--- src/rtl/handshake_sync_sink.sv ---
`default_nettype none
// ============================================================================
// Module   : handshake_sync_sink
// Brief    : 2-phase bundled-data sink that synchronizes each request, stores
//            the token in a fall-through FIFO and presents it as valid/ready.
// Revision : 1.0 - initial release
// ============================================================================
module handshake_sync_sink #(
    parameter int N           = 8,
    parameter int DEPTH       = 4,
    parameter int SYNC_STAGES = 2,
    parameter int CW          = 16
) (
    input  logic                     clk,
    input  logic                     rst,
    input  logic                     r_i,
    input  logic [N-1:0]             d_i,
    output logic                     a_o,
    output logic                     m_valid,
    output logic [N-1:0]             m_data,
    input  logic                     m_ready,
    output logic [$clog2(DEPTH):0]   level,
    output logic [CW-1:0]            count
);

    localparam int AW = $clog2(DEPTH);
    localparam int LW = AW + 1;
    localparam logic [LW-1:0] LEVEL_FULL = LW'(DEPTH);

    logic [SYNC_STAGES-1:0] r_sync;
    logic                   r_ack;
    logic [CW-1:0]          r_count;
    logic [LW-1:0]          r_level;
    logic [AW-1:0]          r_wptr;
    logic [AW-1:0]          r_rptr;
    logic [N-1:0]           r_mem [DEPTH];

    logic w_req_s;
    logic w_pending;
    logic w_pop;
    logic w_accept;

    assign w_req_s   = r_sync[SYNC_STAGES-1];
    assign w_pending = w_req_s ^ r_ack;
    assign m_valid   = (r_level != '0);
    assign w_pop     = m_valid & m_ready;
    // A pop in the same cycle frees a slot, so a full FIFO can still accept.
    assign w_accept  = w_pending & ((r_level < LEVEL_FULL) | w_pop);

    assign a_o    = r_ack;
    assign level  = r_level;
    assign count  = r_count;
    assign m_data = r_mem[r_rptr];

    always_ff @(posedge clk) begin
        if (rst) begin
            r_sync  <= '0;
            r_ack   <= 1'b0;
            r_count <= '0;
            r_level <= '0;
            r_wptr  <= '0;
            r_rptr  <= '0;
        end else begin
            r_sync <= {r_sync[SYNC_STAGES-2:0], r_i};
            if (w_accept) begin
                r_ack   <= ~r_ack;
                r_count <= r_count + CW'(1);
                r_wptr  <= r_wptr + AW'(1);
            end
            if (w_pop) begin
                r_rptr <= r_rptr + AW'(1);
            end
            case ({w_accept, w_pop})
                2'b10:   r_level <= r_level + LW'(1);
                2'b01:   r_level <= r_level - LW'(1);
                default: r_level <= r_level;
            endcase
        end
    end

    // Storage needs no reset; d_i is held by the sender until a_o toggles.
    always_ff @(posedge clk) begin
        if (!rst && w_accept) begin
            r_mem[r_wptr] <= d_i;
        end
    end

endmodule
`default_nettype wire
--- config.mk ---
export PLATFORM = sky130hd
export DESIGN_NAME = handshake_sync_sink
export DESIGN_NICKNAME = d
export VERILOG_FILES = /design/src/rtl/handshake_sync_sink.sv
export SDC_FILE = /design/constraint.sdc
export NUM_CORES = 1
export LEC_CHECK = 0
export ABC_CLOCK_PERIOD_IN_PS = 2300
export CAP_MARGIN = 20
export CORE_ASPECT_RATIO = 0.6
export CORE_UTILIZATION = 40
export CTS_CLUSTER_SIZE = 10
export DETAILED_ROUTE_END_ITERATION = 6
export GPL_ROUTABILITY_DRIVEN = 0
export SLEW_MARGIN = 15
export SYNTH_ARGS = -nofsm -noshare
export SYNTH_HDL_FRONTEND = slang
export SYNTH_SLANG_ARGS = --single-unit
--- constraint.sdc ---
create_clock -name clk -period 2.3 [get_ports clk]
set_clock_uncertainty 0.05 [all_clocks]
set_input_delay 0.23 -clock clk [delete_from_list [all_inputs] [get_ports clk]]
set_output_delay 0.23 -clock clk [all_outputs]
set_load 0.02 [all_outputs]
==> impl_metrics.xml, run 1 <==
<?xml version="1.0" encoding="UTF-8"?>
<metrics>
  <group name="yosys">
    <metric name="synthArstFlopShare" unit="">0</metric>
    <metric name="synth.top_cell.area_share" unit="">0.390</metric>
    <metric name="synth-compound-area-share" unit="">0.0523</metric>
    <metric name="number_of_synthesized_flops_with_an_enable_pin" unit="">32</metric>
    <metric name="yosys.area_share.simple" unit="">0.138</metric>
    <metric name="ys_top_cells_by_count" unit="">edfxtp_1 (32), dfxtp_1 (28), nor2_1 (16)</metric>
    <metric name="number_of_instances_in_the_synthesized_netlist" unit="">184</metric>
    <metric name="ys.warnings.count" unit="">0</metric>
    <metric name="synthDominantAreaCellType" unit="">edfxtp_1</metric>
    <metric name="synth-seq-area-share" unit="">0.617</metric>
    <metric name="synthMostInstantiatedCell" unit="">edfxtp_1</metric>
    <metric name="syn-cell-area" unit="mm^2">0.00246</metric>
    <metric name="synth_mux_area_frac" unit="">0.0817</metric>
    <metric name="post_synth_xor_area_fraction" unit="">0.0503</metric>
    <metric name="synth.net_count" unit="">203</metric>
    <metric name="synth.avg_cell_area" unit="um^2">13.4</metric>
    <metric name="ys.flop_type" unit="">edfxtp_1</metric>
    <metric name="synth_top_family_by_area" unit="">simple AND/OR/NAND/NOR gates</metric>
    <metric name="synth.area.top_cells" unit="">edfxtp_1 (39%), dfxtp_1 (23%), mux4_2 (7.3%)</metric>
    <metric name="synth.lib_cells_used.distinct" unit="">31</metric>
    <metric name="post_synth_fa_ha_maj_area_fraction" unit="">0.0386</metric>
    <metric name="ys_seq_elements" unit="">60</metric>
  </group>
  <group name="routing">
    <metric name="detail_route.wl_per_cell" unit="um">15.6</metric>
    <metric name="number_of_search_and_repair_iterations_in_the_first_detailed_routing_pass" unit="">4</metric>
    <metric name="drtAntennaViolNets" unit="">0</metric>
    <metric name="drt_drc_violations_left" unit="">0</metric>
    <metric name="vias" unit="">1639</metric>
    <metric name="via_per_inst" unit="">5.14</metric>
    <metric name="drt_wirelength" unit="mm">4.96</metric>
    <metric name="drt_iter0_drc" unit="">29</metric>
  </group>
  <group name="worst_setup_path">
    <metric name="arrival_worst_endpoint" unit="ns">1.93</metric>
    <metric name="startpoint_class_of_the_critical_path" unit="">flip-flop</metric>
    <metric name="setup.worst_path.end_class" unit="">output port</metric>
    <metric name="timing.setup.critical_path_class" unit="">reg -&gt; out</metric>
    <metric name="crit_fanout" unit="">8</metric>
    <metric name="worst-endpoint-required" unit="ns">2.02</metric>
  </group>
  <group name="timing">
    <metric name="timing.fmax" unit="MHz">452</metric>
    <metric name="max-slew-margin-rel" unit="">0.683</metric>
    <metric name="worstMarginPinSlew" unit="ns">0.474</metric>
    <metric name="drv_slew" unit="">0</metric>
    <metric name="grt_setup_unrepaired" unit="">no</metric>
    <metric name="setup-tns-final" unit="ns">0</metric>
    <metric name="hold_viol_final" unit="">0</metric>
    <metric name="period_minus_slack" unit="ns">2.21</metric>
    <metric name="report.final.setup_viol" unit="">0</metric>
    <metric name="finalCritPeriodShare" unit="">0.962</metric>
  </group>
  <group name="global_routing">
    <metric name="first_pass_grt_wire_length" unit="mm">8.10</metric>
    <metric name="gr-usage-met3" unit="">0.0738</metric>
    <metric name="met2_usage_grt" unit="">0.260</metric>
    <metric name="vias_in_the_first_global_route" unit="">1646</metric>
    <metric name="grt-busiest-layer" unit="">met2</metric>
    <metric name="groute.usage.overall" unit="">0.176</metric>
    <metric name="grt.met1_usage" unit="">0.220</metric>
    <metric name="maximum_number_of_pins_on_one_net_before_global_route_repair" unit="">29</metric>
    <metric name="antenna_violations_before_repair" unit="">0</metric>
    <metric name="grt_overflow" unit="">0</metric>
  </group>
  <group name="power_and_ir_drop">
    <metric name="power.share.clock" unit="">0.365</metric>
    <metric name="vdd_ir_drop_max" unit="V">0.000415</metric>
    <metric name="power.leakage" unit="nW">1.07</metric>
    <metric name="post-layout-total-power" unit="mW">2.83</metric>
    <metric name="power.share.combinational" unit="">0.205</metric>
    <metric name="power_per_cell_area" unit="mW/mm^2">884</metric>
    <metric name="switching_power_share_of_the_total" unit="">0.255</metric>
    <metric name="internal_power" unit="mW">2.11</metric>
    <metric name="seqPwrFrac" unit="">0.430</metric>
    <metric name="switchingPower" unit="mW">0.720</metric>
  </group>
  <group name="flow_run">
    <metric name="max_cap_violations" unit="">0</metric>
  </group>
  <group name="clock_tree">
    <metric name="holdBufCountCts" unit="">0</metric>
    <metric name="cts.repair_timing.setup_buffer_count" unit="">0</metric>
    <metric name="clock_tree.buffer_depth" unit="">2</metric>
    <metric name="cts_resized" unit="">0</metric>
    <metric name="tritoncts" unit="">done</metric>
    <metric name="ctsHtreeMaxLevel" unit="">3</metric>
    <metric name="later_pin_clock_latency_in_the_skew_report" unit="ns">0.34</metric>
    <metric name="cts_inserted_buffers" unit="">9</metric>
    <metric name="numClockSinks" unit="">60</metric>
    <metric name="ctsRootBufferMaster" unit="">clkbuf_8</metric>
    <metric name="clkSlewWorstSetupHoldPaths" unit="ns">0.06</metric>
  </group>
  <group name="cells_and_area">
    <metric name="syn2layout_area_growth" unit="%">29.8</metric>
    <metric name="antenna_cells_inserted" unit="">0</metric>
    <metric name="finish.net_count" unit="">253</metric>
    <metric name="drive_gt1_frac" unit="">0.138</metric>
  </group>
  <group name="floorplanning">
    <metric name="die_h" unit="um">62.8</metric>
    <metric name="design.core.area" unit="mm^2">0.00575</metric>
    <metric name="floorplan.rows" unit="">21</metric>
    <metric name="fp.dieW" unit="um">103</metric>
    <metric name="num_io_pins" unit="">41</metric>
    <metric name="start_util" unit="">0.428</metric>
    <metric name="die-area" unit="mm^2">0.00649</metric>
  </group>
  <group name="placement">
    <metric name="buffers_on_ports" unit="">40</metric>
    <metric name="dp.final_hpwl" unit="mm">3.51</metric>
  </group>
  <group name="status">
    <metric name="outcome" unit="">finished clean</metric>
  </group>
  <group name="worst_hold_path">
    <metric name="timing.hold.worst.class" unit="">reg -&gt; reg</metric>
  </group>
</metrics>
[per-layer routing]
layer,part of all wire,up-vias
met5,0,-
met4,0.013,0
met3,0.054,7
met2,0.49,42
met1,0.44,812
li1,-,778
[sequential cells by signal, summed over array words and instances, names as in the netlist, named ones only]
name,count
count,16
r_rptr,2
level,3
r_wptr,2
a_o,1
r_sync,2
r_mem,32
[final timing paths]
path	from	depth (start not counted)	to	slack, ns
worst max register to register	a_o$_SDFFE_PP0P_	8	level[2]$_SDFFE_PP0P_	0.26
worst min-delay path	r_sync[0]$_SDFF_PP0_	1	r_sync[1]$_SDFF_PP0_	0.40
worst min register to register	r_sync[0]$_SDFF_PP0_	1	r_sync[1]$_SDFF_PP0_	0.40
worst max-delay path	flip-flop	3	m_data[7]	0.09
[layout make-up]
cell class	count	area [um^2]
fillers	471	2550
clock inverters	5	75.1
multi-input cells	110	890
inverters	7	26.3
clock buffers	11	141
well taps	80	100
repair buffers	46	445
flip-flops and latches	60	1520
[through the flow]
stage               instances  instance area (um^2)  setup slack, ns   util  hold slack (ns)
finish                    319                  3200           0.0869  0.556            0.397
detailed placement        303                  2980           0.0190  0.518            0.387
global route              319                  3200           0.0111  0.556            0.421
global placement          303                  2980            0.127  0.518            0.377
floorplan                 184                  2460           0.0731      -            0.279
CTS                       319                  3200           0.0553  0.556            0.401
[kinds of logic (layout without fill, tap and decap cells)]
kind of cell / Yosys count / after routing
adder cells (fa/ha/maj): 7 / 7
XOR/XNOR: 12 / 12
AND/OR/NAND/NOR: 59 / 59
buffers and inverters: 14 / 69
multiplexers: 10 / 10
flip-flops: 60 / 60
AO/OA/AOI/OAI: 22 / 22
[power by group through the flow]
stage	logic, mW	clock network, mW	registers, mW
after floorplan	0.331	0	1.25
final	0.579	1.03	1.22
after global placement	0.563	0	1.24
after CTS	0.585	1.05	1.22
after global routing	0.622	1.11	1.22
after detailed placement	0.583	0	1.24
[critical path, stage by stage, from the launching register on]
cell	delay [ns]
dfxtp_1	0.31
buf_4	0.20
mux4_2	0.53
clkdlybuf4s50_1	0.56
[cells in the final DEF, fill, tap and decap left out, types with 2 or more instances in the layout]
cell | Yosys | final
edfxtp_1 | 32 | 32
or3_1 | 4 | 4
clkinv_2 | 0 | 3
nand3_1 | 5 | 5
clkbuf_8 | 0 | 10
dfxtp_1 | 28 | 28
a21oi_1 | 12 | 12
xor2_1 | 9 | 9
xnor2_1 | 2 | 2
nand3_4 | 2 | 2
nand2_1 | 7 | 7
and2_1 | 6 | 6
mux4_2 | 8 | 8
buf_4 | 0 | 6
nor2_1 | 16 | 16
bufinv_16 | 0 | 2
inv_1 | 7 | 7
ha_1 | 6 | 6
or4_1 | 6 | 6
o21ai_0 | 3 | 3
nor2b_1 | 3 | 3
o31ai_1 | 6 | 6
clkdlybuf4s50_1 | 0 | 40
and4_1 | 2 | 2
nand4_1 | 5 | 5
Power figures use the tool's default switching activity.
==> run 2: changes to the inputs <==
--- a/config.mk
+++ b/config.mk
@@ -12,6 +12,7 @@
 export CTS_CLUSTER_SIZE = 10
 export DETAILED_ROUTE_END_ITERATION = 6
 export GPL_ROUTABILITY_DRIVEN = 0
+export PLACE_DENSITY_LB_ADDON = 0.2
 export SLEW_MARGIN = 15
 export SYNTH_ARGS = -nofsm -noshare
 export SYNTH_HDL_FRONTEND = slang
==> run 2 against run 1 <==
Die area did not move. Utilization shrank 0.59 points. Critical path depth is the same. Cell area decreased by 1.1%. Flip-flop and latch count unchanged. Combinational power decreased by 2%. Critical endpoint unchanged. Largest cell class unchanged.
==> impl_metrics.xml, run 2 (synthesized netlist as in run 1, its figures left out) <==
<?xml version="1.0" encoding="UTF-8"?>
<metrics>
  <group name="worst_setup_path">
    <metric name="setup.worst_path.end_class" unit="">output port</metric>
    <metric name="crit_fanout" unit="">8</metric>
    <metric name="cp_cell_sequence" unit="">buf_4, mux4_2, clkdlybuf4s50_1</metric>
    <metric name="timing.critical_path.slowest_stage_cell" unit="">clkdlybuf4s50_1</metric>
    <metric name="r2r_slack" unit="ns">0.30</metric>
    <metric name="regToRegStartpoint" unit="">a_o$_SDFFE_PP0P_</metric>
    <metric name="startpoint_class_of_the_critical_path" unit="">flip-flop</metric>
    <metric name="timing.setup.critical_path_class" unit="">reg -&gt; out</metric>
    <metric name="reg2reg_to" unit="">level[2]$_SDFFE_PP0P_</metric>
    <metric name="worst-endpoint-required" unit="ns">2.02</metric>
    <metric name="worst_r2r_path_depth" unit="">8</metric>
    <metric name="arrival_worst_endpoint" unit="ns">1.91</metric>
    <metric name="timing.critical_path.slowest_cell_delay" unit="ns">0.56</metric>
  </group>
  <group name="cells_and_area">
    <metric name="largest_register_ffs" unit="">32</metric>
    <metric name="finish.net_count" unit="">255</metric>
    <metric name="most-common-layout-cells" unit="">clkdlybuf4s50_1 (40), edfxtp_1 (32), dfxtp_1 (28)</metric>
    <metric name="antenna_cells_inserted" unit="">0</metric>
    <metric name="largest-register" unit="">r_mem</metric>
    <metric name="syn2layout_area_growth" unit="%">28.4</metric>
    <metric name="fill_cells" unit="">497</metric>
    <metric name="final_common_cell" unit="">clkdlybuf4s50_1</metric>
    <metric name="drive_gt1_frac" unit="">0.145</metric>
    <metric name="finish.cell_count_without_fillers" unit="">321</metric>
  </group>
  <group name="timing">
    <metric name="max-slew-margin-rel" unit="">0.676</metric>
    <metric name="report.final.setup_viol" unit="">0</metric>
    <metric name="timing.fmax" unit="MHz">456</metric>
    <metric name="grt_setup_unrepaired" unit="">no</metric>
    <metric name="drv_slew" unit="">0</metric>
    <metric name="setup-tns-final" unit="ns">0</metric>
    <metric name="finalCritPeriodShare" unit="">0.954</metric>
    <metric name="worstMarginPinSlew" unit="ns">0.485</metric>
    <metric name="period_minus_slack" unit="ns">2.19</metric>
    <metric name="hold_viol_final" unit="">0</metric>
  </group>
  <group name="global_routing">
    <metric name="first_pass_grt_wire_length" unit="mm">7.67</metric>
    <metric name="vias_in_the_first_global_route" unit="">1532</metric>
    <metric name="maximum_number_of_pins_on_one_net_before_global_route_repair" unit="">29</metric>
    <metric name="grt_overflow" unit="">0</metric>
    <metric name="groute.usage.overall" unit="">0.163</metric>
    <metric name="antenna_violations_before_repair" unit="">0</metric>
  </group>
  <group name="clock_tree">
    <metric name="later_pin_clock_latency_in_the_skew_report" unit="ns">0.34</metric>
    <metric name="numClockSinks" unit="">60</metric>
    <metric name="ctsRootBufferMaster" unit="">clkbuf_8</metric>
    <metric name="ctsHtreeMaxLevel" unit="">3</metric>
    <metric name="clkSlewWorstSetupHoldPaths" unit="ns">0.07</metric>
    <metric name="cts_resized" unit="">0</metric>
    <metric name="cts.repair_timing.setup_buffer_count" unit="">0</metric>
    <metric name="tritoncts" unit="">done</metric>
    <metric name="holdBufCountCts" unit="">0</metric>
    <metric name="cts_inserted_buffers" unit="">9</metric>
    <metric name="clock_tree.buffer_depth" unit="">2</metric>
  </group>
  <group name="placement">
    <metric name="dp.final_hpwl" unit="mm">3.14</metric>
    <metric name="buffers_on_ports" unit="">40</metric>
    <metric name="placedCellCount" unit="">305</metric>
  </group>
  <group name="power_and_ir_drop">
    <metric name="vdd_ir_drop_max" unit="V">0.000261</metric>
    <metric name="switching_power_share_of_the_total" unit="">0.280</metric>
    <metric name="switchingPower" unit="mW">0.720</metric>
    <metric name="internal_power" unit="mW">1.85</metric>
    <metric name="power.share.clock" unit="">0.307</metric>
    <metric name="power.leakage" unit="nW">1.06</metric>
    <metric name="power_per_cell_area" unit="mW/mm^2">813</metric>
    <metric name="seqPwrFrac" unit="">0.473</metric>
    <metric name="power.share.combinational" unit="">0.220</metric>
  </group>
  <group name="worst_hold_path">
    <metric name="timing.hold.worst.class" unit="">reg -&gt; reg</metric>
    <metric name="timing.hold.worst.start" unit="">r_sync[0]$_SDFF_PP0_</metric>
    <metric name="worst_hold_path.num_cells" unit="">1</metric>
    <metric name="hold_end" unit="">r_sync[1]$_SDFF_PP0_</metric>
  </group>
  <group name="floorplanning">
    <metric name="fp.dieW" unit="um">103</metric>
    <metric name="design.core.area" unit="mm^2">0.00575</metric>
    <metric name="num_io_pins" unit="">41</metric>
    <metric name="start_util" unit="">0.428</metric>
    <metric name="floorplan.rows" unit="">21</metric>
    <metric name="die-area" unit="mm^2">0.00649</metric>
    <metric name="die_h" unit="um">62.8</metric>
  </group>
  <group name="status">
    <metric name="outcome" unit="">finished clean</metric>
  </group>
  <group name="flow_run">
    <metric name="max_cap_violations" unit="">0</metric>
  </group>
  <group name="routing">
    <metric name="vias" unit="">1591</metric>
    <metric name="detail_route.wl_per_cell" unit="um">14.4</metric>
    <metric name="drt_wirelength" unit="mm">4.61</metric>
    <metric name="via_per_inst" unit="">4.96</metric>
    <metric name="number_of_search_and_repair_iterations_in_the_first_detailed_routing_pass" unit="">4</metric>
    <metric name="drt_iter0_drc" unit="">59</metric>
    <metric name="drtAntennaViolNets" unit="">0</metric>
    <metric name="drt_drc_violations_left" unit="">0</metric>
  </group>
</metrics>
run 2: power groups by stage:
stage          Sequential, mW  Combinational (mW)  Clock (mW)
5_1_grt                  1.23               0.620       0.865
3_5_place_dp             1.24               0.574           0
4_1_cts                  1.22               0.577       0.811
3_3_place_gp             1.24               0.573           0
6_report                 1.22               0.566       0.790
2_1_floorplan            1.25               0.331           0
run 2: area by class of cell:
type                       count  area, um^2  share of cell area
clock buffer                   9         124              0.0391
clock inverter                 7        43.8              0.0138
sequential                    60        1520               0.481
tap                           80         100              0.0316
multi-input combinational    110         890               0.281
inverter                       7        26.3             0.00830
timing repair buffer          48         460               0.145
run 2: worst max-delay path, delay by kind of cell (launching register included):
family / cells / cell delay [ns]
buffers and inverters: 2 / 0.76
multiplexers: 1 / 0.52
flip-flops: 1 / 0.31
run 2: how the worst max path moves through the flow:
stage	end	slack, ns	cells past startpoint
2_1_floorplan	level[2]$_SDFFE_PP0P_	0.07	8
3_3_place_gp	level[2]$_SDFFE_PP0P_	0.10	9
3_5_place_dp	level[2]$_SDFFE_PP0P_	0.08	9
4_1_cts	m_data[7]	0.06	3
5_1_grt	m_data[7]	0.02	3
6_report	m_data[7]	0.11	3
run 2: through the flow:
stage | hold WS, ns | total power [mW] | worst slack, ns | area (um^2) | util
final | 0.392 | 2.57 | 0.106 | 3170 | 0.550
after global routing | 0.403 | 2.71 | 0.0247 | 3170 | 0.550
after CTS | 0.399 | 2.61 | 0.0622 | 3170 | 0.550
after detailed placement | 0.383 | 1.82 | 0.0793 | 3000 | 0.521
after global placement | 0.372 | 1.81 | 0.103 | 3000 | 0.521
after floorplan | 0.279 | 1.58 | 0.0731 | 2460 | -
run 2: per-layer routing:
metal / track usage / share of wire / vias to the layer above
met5: 0 / 0 / -
met4: 0.0634 / 0.013 / 0
met3: 0.0682 / 0.039 / 7
met2: 0.208 / 0.43 / 26
met1: 0.240 / 0.52 / 777
li1: - / - / 781
